[config.mk]
export PLATFORM = sky130hd
export DESIGN_NAME = dmem_lsu
export DESIGN_NICKNAME = d
export VERILOG_FILES = /design/src/rtl/wisc_pkg.sv /design/src/rtl/lsu_align.sv /design/src/rtl/dmem_lsu.sv
export SDC_FILE = /design/constraint.sdc
export NUM_CORES = 1
export LEC_CHECK = 0
export BUFFER_PORTS_ARGS = -buffer_cell sky130_fd_sc_hd__buf_2
export CORE_MARGIN = 3
export CORE_UTILIZATION = 37
export CTS_CLUSTER_DIAMETER = 50
export DETAILED_ROUTE_END_ITERATION = 8
export GPL_ROUTABILITY_DRIVEN = 1
export HOLD_SLACK_MARGIN = 0.02
export PLACE_DENSITY = 0.61
export SKIP_CTS_REPAIR_TIMING = 1
export SYNTH_ARGS = -nofsm -noshare
export SYNTH_HDL_FRONTEND = slang
export SYNTH_SLANG_ARGS = --single-unit
[constraint.sdc]
create_clock -name i_clk -period 4 [get_ports i_clk]
set_input_delay 0.2 -clock i_clk [delete_from_list [all_inputs] [get_ports i_clk]]
set_output_delay 0.2 -clock i_clk [all_outputs]
set_load 0.02 [all_outputs]
[src/rtl/wisc_pkg.sv]
// Shared definitions for the hart's data-side load/store path: access size codes, LSU states
// and the alignment rule.
package wisc_pkg;

  localparam logic [1:0] SIZE_B = 2'b00;
  localparam logic [1:0] SIZE_H = 2'b01;
  localparam logic [1:0] SIZE_W = 2'b10;

  typedef enum logic [1:0] {
    StIdle,
    StReq,
    StWait,
    StResp
  } lsu_state_e;

  // Illegal size is folded in so one flag decides "trap without touching memory".
  function automatic logic is_misaligned(input logic [1:0] size, input logic [1:0] off);
    logic bad;
    case (size)
      SIZE_B:  bad = 1'b0;
      SIZE_H:  bad = off[0];
      SIZE_W:  bad = (off != 2'b00);
      default: bad = 1'b1;
    endcase
    return bad;
  endfunction

endpackage

[src/rtl/lsu_align.sv]
// Combinational byte-lane steering: store mask and data shift, and load extraction with
// sign/zero extension.
module lsu_align
  import wisc_pkg::*;
#(
  parameter int unsigned DATA_W = 32
) (
  input  logic [1:0]        size,
  input  logic [1:0]        off,
  input  logic              is_unsigned,
  input  logic [DATA_W-1:0] wdata,
  input  logic [DATA_W-1:0] rdata,
  output logic [3:0]        mask,
  output logic [DATA_W-1:0] wdata_sh,
  output logic [DATA_W-1:0] rdata_ext
);

  logic [4:0]        shamt;
  logic [DATA_W-1:0] wdata_sz;
  logic [DATA_W-1:0] rdata_sh;

  assign shamt    = {off, 3'b000};
  assign wdata_sh = wdata_sz << shamt;
  assign rdata_sh = rdata >> shamt;

  always_comb begin
    mask      = 4'b0000;
    wdata_sz  = '0;
    rdata_ext = '0;
    case (size)
      SIZE_B: begin
        mask      = 4'b0001 << off;
        wdata_sz  = {{(DATA_W-8){1'b0}}, wdata[7:0]};
        rdata_ext = {{(DATA_W-8){~is_unsigned & rdata_sh[7]}}, rdata_sh[7:0]};
      end
      SIZE_H: begin
        mask      = 4'b0011 << off;
        wdata_sz  = {{(DATA_W-16){1'b0}}, wdata[15:0]};
        rdata_ext = {{(DATA_W-16){~is_unsigned & rdata_sh[15]}}, rdata_sh[15:0]};
      end
      SIZE_W: begin
        mask      = 4'b1111;
        wdata_sz  = wdata;
        rdata_ext = rdata_sh;
      end
      default: ;
    endcase
  end

endmodule

[src/rtl/dmem_lsu.sv]
// Single-outstanding load/store unit between the hart data port and a valid/ready memory bus.
// Misaligned or illegal requests trap without issuing a memory access.
module dmem_lsu
  import wisc_pkg::*;
#(
  parameter int unsigned ADDR_W = 32,
  parameter int unsigned DATA_W = 32
) (
  input  logic              i_clk,
  input  logic              i_rst,
  input  logic              i_req_valid,
  output logic              o_req_ready,
  input  logic              i_req_wen,
  input  logic [ADDR_W-1:0] i_req_addr,
  input  logic [DATA_W-1:0] i_req_wdata,
  input  logic [1:0]        i_req_size,
  input  logic              i_req_unsigned,
  output logic              o_rsp_valid,
  output logic [DATA_W-1:0] o_rsp_rdata,
  output logic              o_rsp_trap,
  output logic              o_mem_req_valid,
  input  logic              i_mem_req_ready,
  output logic [ADDR_W-1:0] o_mem_addr,
  output logic              o_mem_wen,
  output logic [DATA_W-1:0] o_mem_wdata,
  output logic [3:0]        o_mem_mask,
  input  logic              i_mem_rsp_valid,
  input  logic [DATA_W-1:0] i_mem_rsp_rdata
);

  lsu_state_e state_q, state_d;

  logic [ADDR_W-1:0] addr_q;
  logic [DATA_W-1:0] wdata_q;
  logic [DATA_W-1:0] rdata_q;
  logic [1:0]        size_q;
  logic              wen_q;
  logic              uns_q;
  logic              trap_q;

  logic              accept;
  logic              mem_done;
  logic [3:0]        mask;
  logic [DATA_W-1:0] wdata_sh;
  logic [DATA_W-1:0] rdata_ext;

  assign accept   = (state_q == StIdle) && i_req_valid;
  // A response in REQ only counts when the request handshake completes in the same cycle.
  assign mem_done = ((state_q == StReq) && i_mem_req_ready && i_mem_rsp_valid) ||
                    ((state_q == StWait) && i_mem_rsp_valid);

  always_ff @(posedge i_clk or posedge i_rst) begin
    if (i_rst) begin
      state_q <= StIdle;
    end else begin
      state_q <= state_d;
    end
  end

  always_ff @(posedge i_clk or posedge i_rst) begin
    if (i_rst) begin
      addr_q  <= '0;
      wdata_q <= '0;
      rdata_q <= '0;
      size_q  <= 2'b00;
      wen_q   <= 1'b0;
      uns_q   <= 1'b0;
      trap_q  <= 1'b0;
    end else begin
      if (accept) begin
        addr_q  <= i_req_addr;
        wdata_q <= i_req_wdata;
        size_q  <= i_req_size;
        wen_q   <= i_req_wen;
        uns_q   <= i_req_unsigned;
        trap_q  <= is_misaligned(i_req_size, i_req_addr[1:0]);
      end
      if (mem_done) begin
        rdata_q <= i_mem_rsp_rdata;
      end
    end
  end

  lsu_align #(
    .DATA_W(DATA_W)
  ) u_align (
    .size       (size_q),
    .off        (addr_q[1:0]),
    .is_unsigned(uns_q),
    .wdata      (wdata_q),
    .rdata      (rdata_q),
    .mask       (mask),
    .wdata_sh   (wdata_sh),
    .rdata_ext  (rdata_ext)
  );

  always_comb begin
    state_d         = state_q;
    o_req_ready     = 1'b0;
    o_rsp_valid     = 1'b0;
    o_rsp_rdata     = '0;
    o_rsp_trap      = 1'b0;
    o_mem_req_valid = 1'b0;
    o_mem_addr      = '0;
    o_mem_wen       = 1'b0;
    o_mem_wdata     = '0;
    o_mem_mask      = 4'b0000;
    case (state_q)
      StIdle: begin
        o_req_ready = 1'b1;
        if (i_req_valid) begin
          state_d = is_misaligned(i_req_size, i_req_addr[1:0]) ? StResp : StReq;
        end
      end
      StReq: begin
        o_mem_req_valid = 1'b1;
        o_mem_addr      = {addr_q[ADDR_W-1:2], 2'b00};
        o_mem_wen       = wen_q;
        o_mem_wdata     = wdata_sh;
        o_mem_mask      = mask;
        if (i_mem_req_ready) begin
          state_d = i_mem_rsp_valid ? StResp : StWait;
        end
      end
      StWait: begin
        if (i_mem_rsp_valid) begin
          state_d = StResp;
        end
      end
      StResp: begin
        o_rsp_valid = 1'b1;
        o_rsp_trap  = trap_q;
        o_rsp_rdata = (wen_q || trap_q) ? '0 : rdata_ext;
        state_d     = StIdle;
      end
      default: state_d = StIdle;
    endcase
  end

endmodule

==> reports/qor.csv <==
metric;value;unit
post-synthesis mux area share;24.9;%
# setup viols final;0;
synthesized area;5610;µm²
Root Buffer;clkbuf_16;
First-pass DRT Iterations;4;
Die ar.;16700;µm²
Compound-Gate Fraction of Synth Area;11.0;%
CP Max Fanout;42;
crit end category;output port;
Placement Setup Slack;1.25;ns
Most used DFF post-synth;dfrtp_1;
synthesis-to-layout area growth;26.1;%
RSZ-0062 raised after global routing;no;
Design Area, Final;7070;µm²
Final Hold Viols;0;
die height;129;µm
worst clock skew;0.00742;ns
max-capacitance violation count;0;
Setup crit start;addr_q[0];
I/O Buffers;207;
Initial Util;38.2;%
CTS buffer count;9;
total DRC errors in the routed layout;0;
Non-Filler Instances;888;
Post-Route WL;15900;µm
Leakage;3.50;nW
setup ws final;0.849;ns
Hold Crit Class;in -> async;
Final Net Count;808;
Routed Antenna Nets;0;
pwr dens;837;nW/µm²
post-synth cell types;39;
Critical R2R Launch;state_q[0];
Worst-Skew Late Latency;0.36;ns
vias in the first global route;4568;
Via-to-Cell Ratio;5.21;
CTS Sinks;103;
CP Launch Type;register;
Syn Inst Count;510;
critical path required time;3.80;ns
core footprint;14700;µm²
Post-DP Area;6770;µm²
synthesized area per cell;11.0;µm²
Diodes inserted;0;
synthesized-area fraction occupied by adder cells;0.892;%
first-pass GRT wire length;24600;µm
Slew HR;33.6;%
DR WL/cell;17.9;µm
largest net degree at the start of global routing;78;
initial antenna violation count;1;
post-synthesis register bit count;103;
layout cells sized above 1;50.6;%
largest family of logic cells by synthesized area;multiplexers;
Iter 0 DRT Violations;324;
worst slew pin tran;0.992;ns
post-layout min period;3.15;ns
CTS tree;built;
Clock Tree Buf Depth;2;
Peak VDD IR;0.360;mV
TNS Setup;0;ns
Cell Rows;44;
Tcrit/Tclk final;78.8;%
I/O pins;210;
grt total ovfl;0;
Critical Path End;o_rsp_rdata[21];
HPWL after detailed placement;11900;µm
Post-Place Cells;872;
Die X;129;µm
simple-gate share of the synthesized area;13.6;%
hold slack;0.0635;ns
Max Freq;317;MHz
H-tree levels;3;
r2r worst-path depth;5;
FFs w/ async S/R, synth;100;%
Overall Global Routing Usage;18.9;%
GPL Wtd Cong;0.853;
Reg2Reg Setup Slack;1.62;ns
number of flops mapped to enable cells by yosys;0;
Synth Area in XOR/XNOR;0;%
critical path type;reg -> out;
Final Slew Violations;0;
Vias;4625;
WP data arrival;2.95;ns
YS warnings;0;
Worst-path clk slew;0.08;ns
sequential area share after synthesis;46.0;%
status;complete, no violations;
RR Endpoint;wdata_q[17];
synth_stat cells, types with 2 or more instances:
cell | number | area share [%]
mux2_2 | 108 | 22
nor2b_1 | 20 | 2.2
buf_2 | 10 | 0.89
o21a_1 | 3 | 0.40
ha_1 | 4 | 0.89
nor2_1 | 29 | 1.9
a32oi_1 | 8 | 1.2
nand2_1 | 24 | 1.6
a221oi_1 | 8 | 1.2
o21ai_0 | 24 | 2.1
clkbuf_1 | 16 | 1.1
a21oi_1 | 14 | 1.2
a211oi_1 | 22 | 2.9
nor3_1 | 3 | 0.27
o21bai_1 | 2 | 0.27
and2_1 | 40 | 4.5
nand2b_1 | 6 | 0.67
buf_4 | 3 | 0.40
o21ai_2 | 2 | 0.31
a21o_1 | 2 | 0.27
inv_1 | 6 | 0.40
mux2i_1 | 16 | 2.9
buf_1 | 8 | 0.54
and3_1 | 8 | 0.89
dfrtp_1 | 103 | 46
nand2_2 | 8 | 0.89
logic make-up (layout without fill, tap and decap cells):
kind of cell,Yosys count,after routing
compound gates,91,91
fa+ha+maj,4,4
buf+inv,44,237
flops,103,103
mux,125,125
other cells,1,2
simple gates,142,142
worst max-delay path, stage by stage (launching register included):
cell	delay, ns
dfrtp_2	0.74
buf_4	0.50
mux2i_1	0.23
o21a_1	0.15
a211o_1	0.57
o21ai_0	0.19
buf_2	0.20
registers in the layout, indices dropped and copies added (netlist names):
name	cells
trap_q	1
wdata_q	32
addr_q	32
state_q	2
rdata_q	32
wen_q	1
uns_q	1
size_q	2
stage by stage:
stage	util (%)	power, mW
final	48.1	5.91
after global routing	48.1	6.34
after CTS	48.1	5.96
after detailed placement	46.1	5.04
after global placement	46.1	4.96
after floorplan	-	4.17
where the power goes:
group | internal (mW) | switching (mW)
Sequential | 1.58 | 0.542
Combinational | 1.34 | 1.56
Clock | 0.457 | 0.426
worst min-delay path by stage:
stage	to	slack (ns)	depth (start not counted)
4_1_cts	addr_q[11]	0.06	2
2_1_floorplan	rdata_q[0]	0.35	1
6_report	addr_q[24]	0.06	2
3_5_place_dp	addr_q[11]	0.44	2
3_3_place_gp	addr_q[14]	0.43	2
5_1_grt	addr_q[11]	0.05	2
cell usage in the layout (no fill, tap or decap), types with 2 or more instances in the layout:
master     count
o21ai_0       24
nor3_1         3
a21oi_1       14
nor2b_1       20
clkinv_4       2
mux2_2       108
inv_1          5
buf_2        207
dfrtp_1      102
and3_1         8
conb_1         2
a32oi_1        8
ha_1           4
a221oi_1       8
nor2_1        29
buf_4          8
o21a_1         3
nand2b_1       6
clkbuf_16      9
nand2_1       23
inv_8          3
o21bai_1       2
a211oi_1      22
mux2i_1       16
o21ai_2        2
a21o_1         2
nand2_2        9
and2_1        40
area by class of cell:
cell class / count / area (µm²)
tap: 184 / 230
timing repair buffer: 215 / 1100
sequential: 103 / 2580
clock inverter: 6 / 60.1
multi-input combinational: 364 / 2840
fill: 1392 / 7630
inverter: 6 / 25.0
clock buffer: 10 / 239
routing by layer:
layer  track usage (%)  part of all wire, %
met1              25.3                   44
met2              29.4                   47
met3              6.27                  7.4
met4              5.37                  1.4
met5                 0                0.082
No activity file was read; power rests on OpenSTA's default activity.
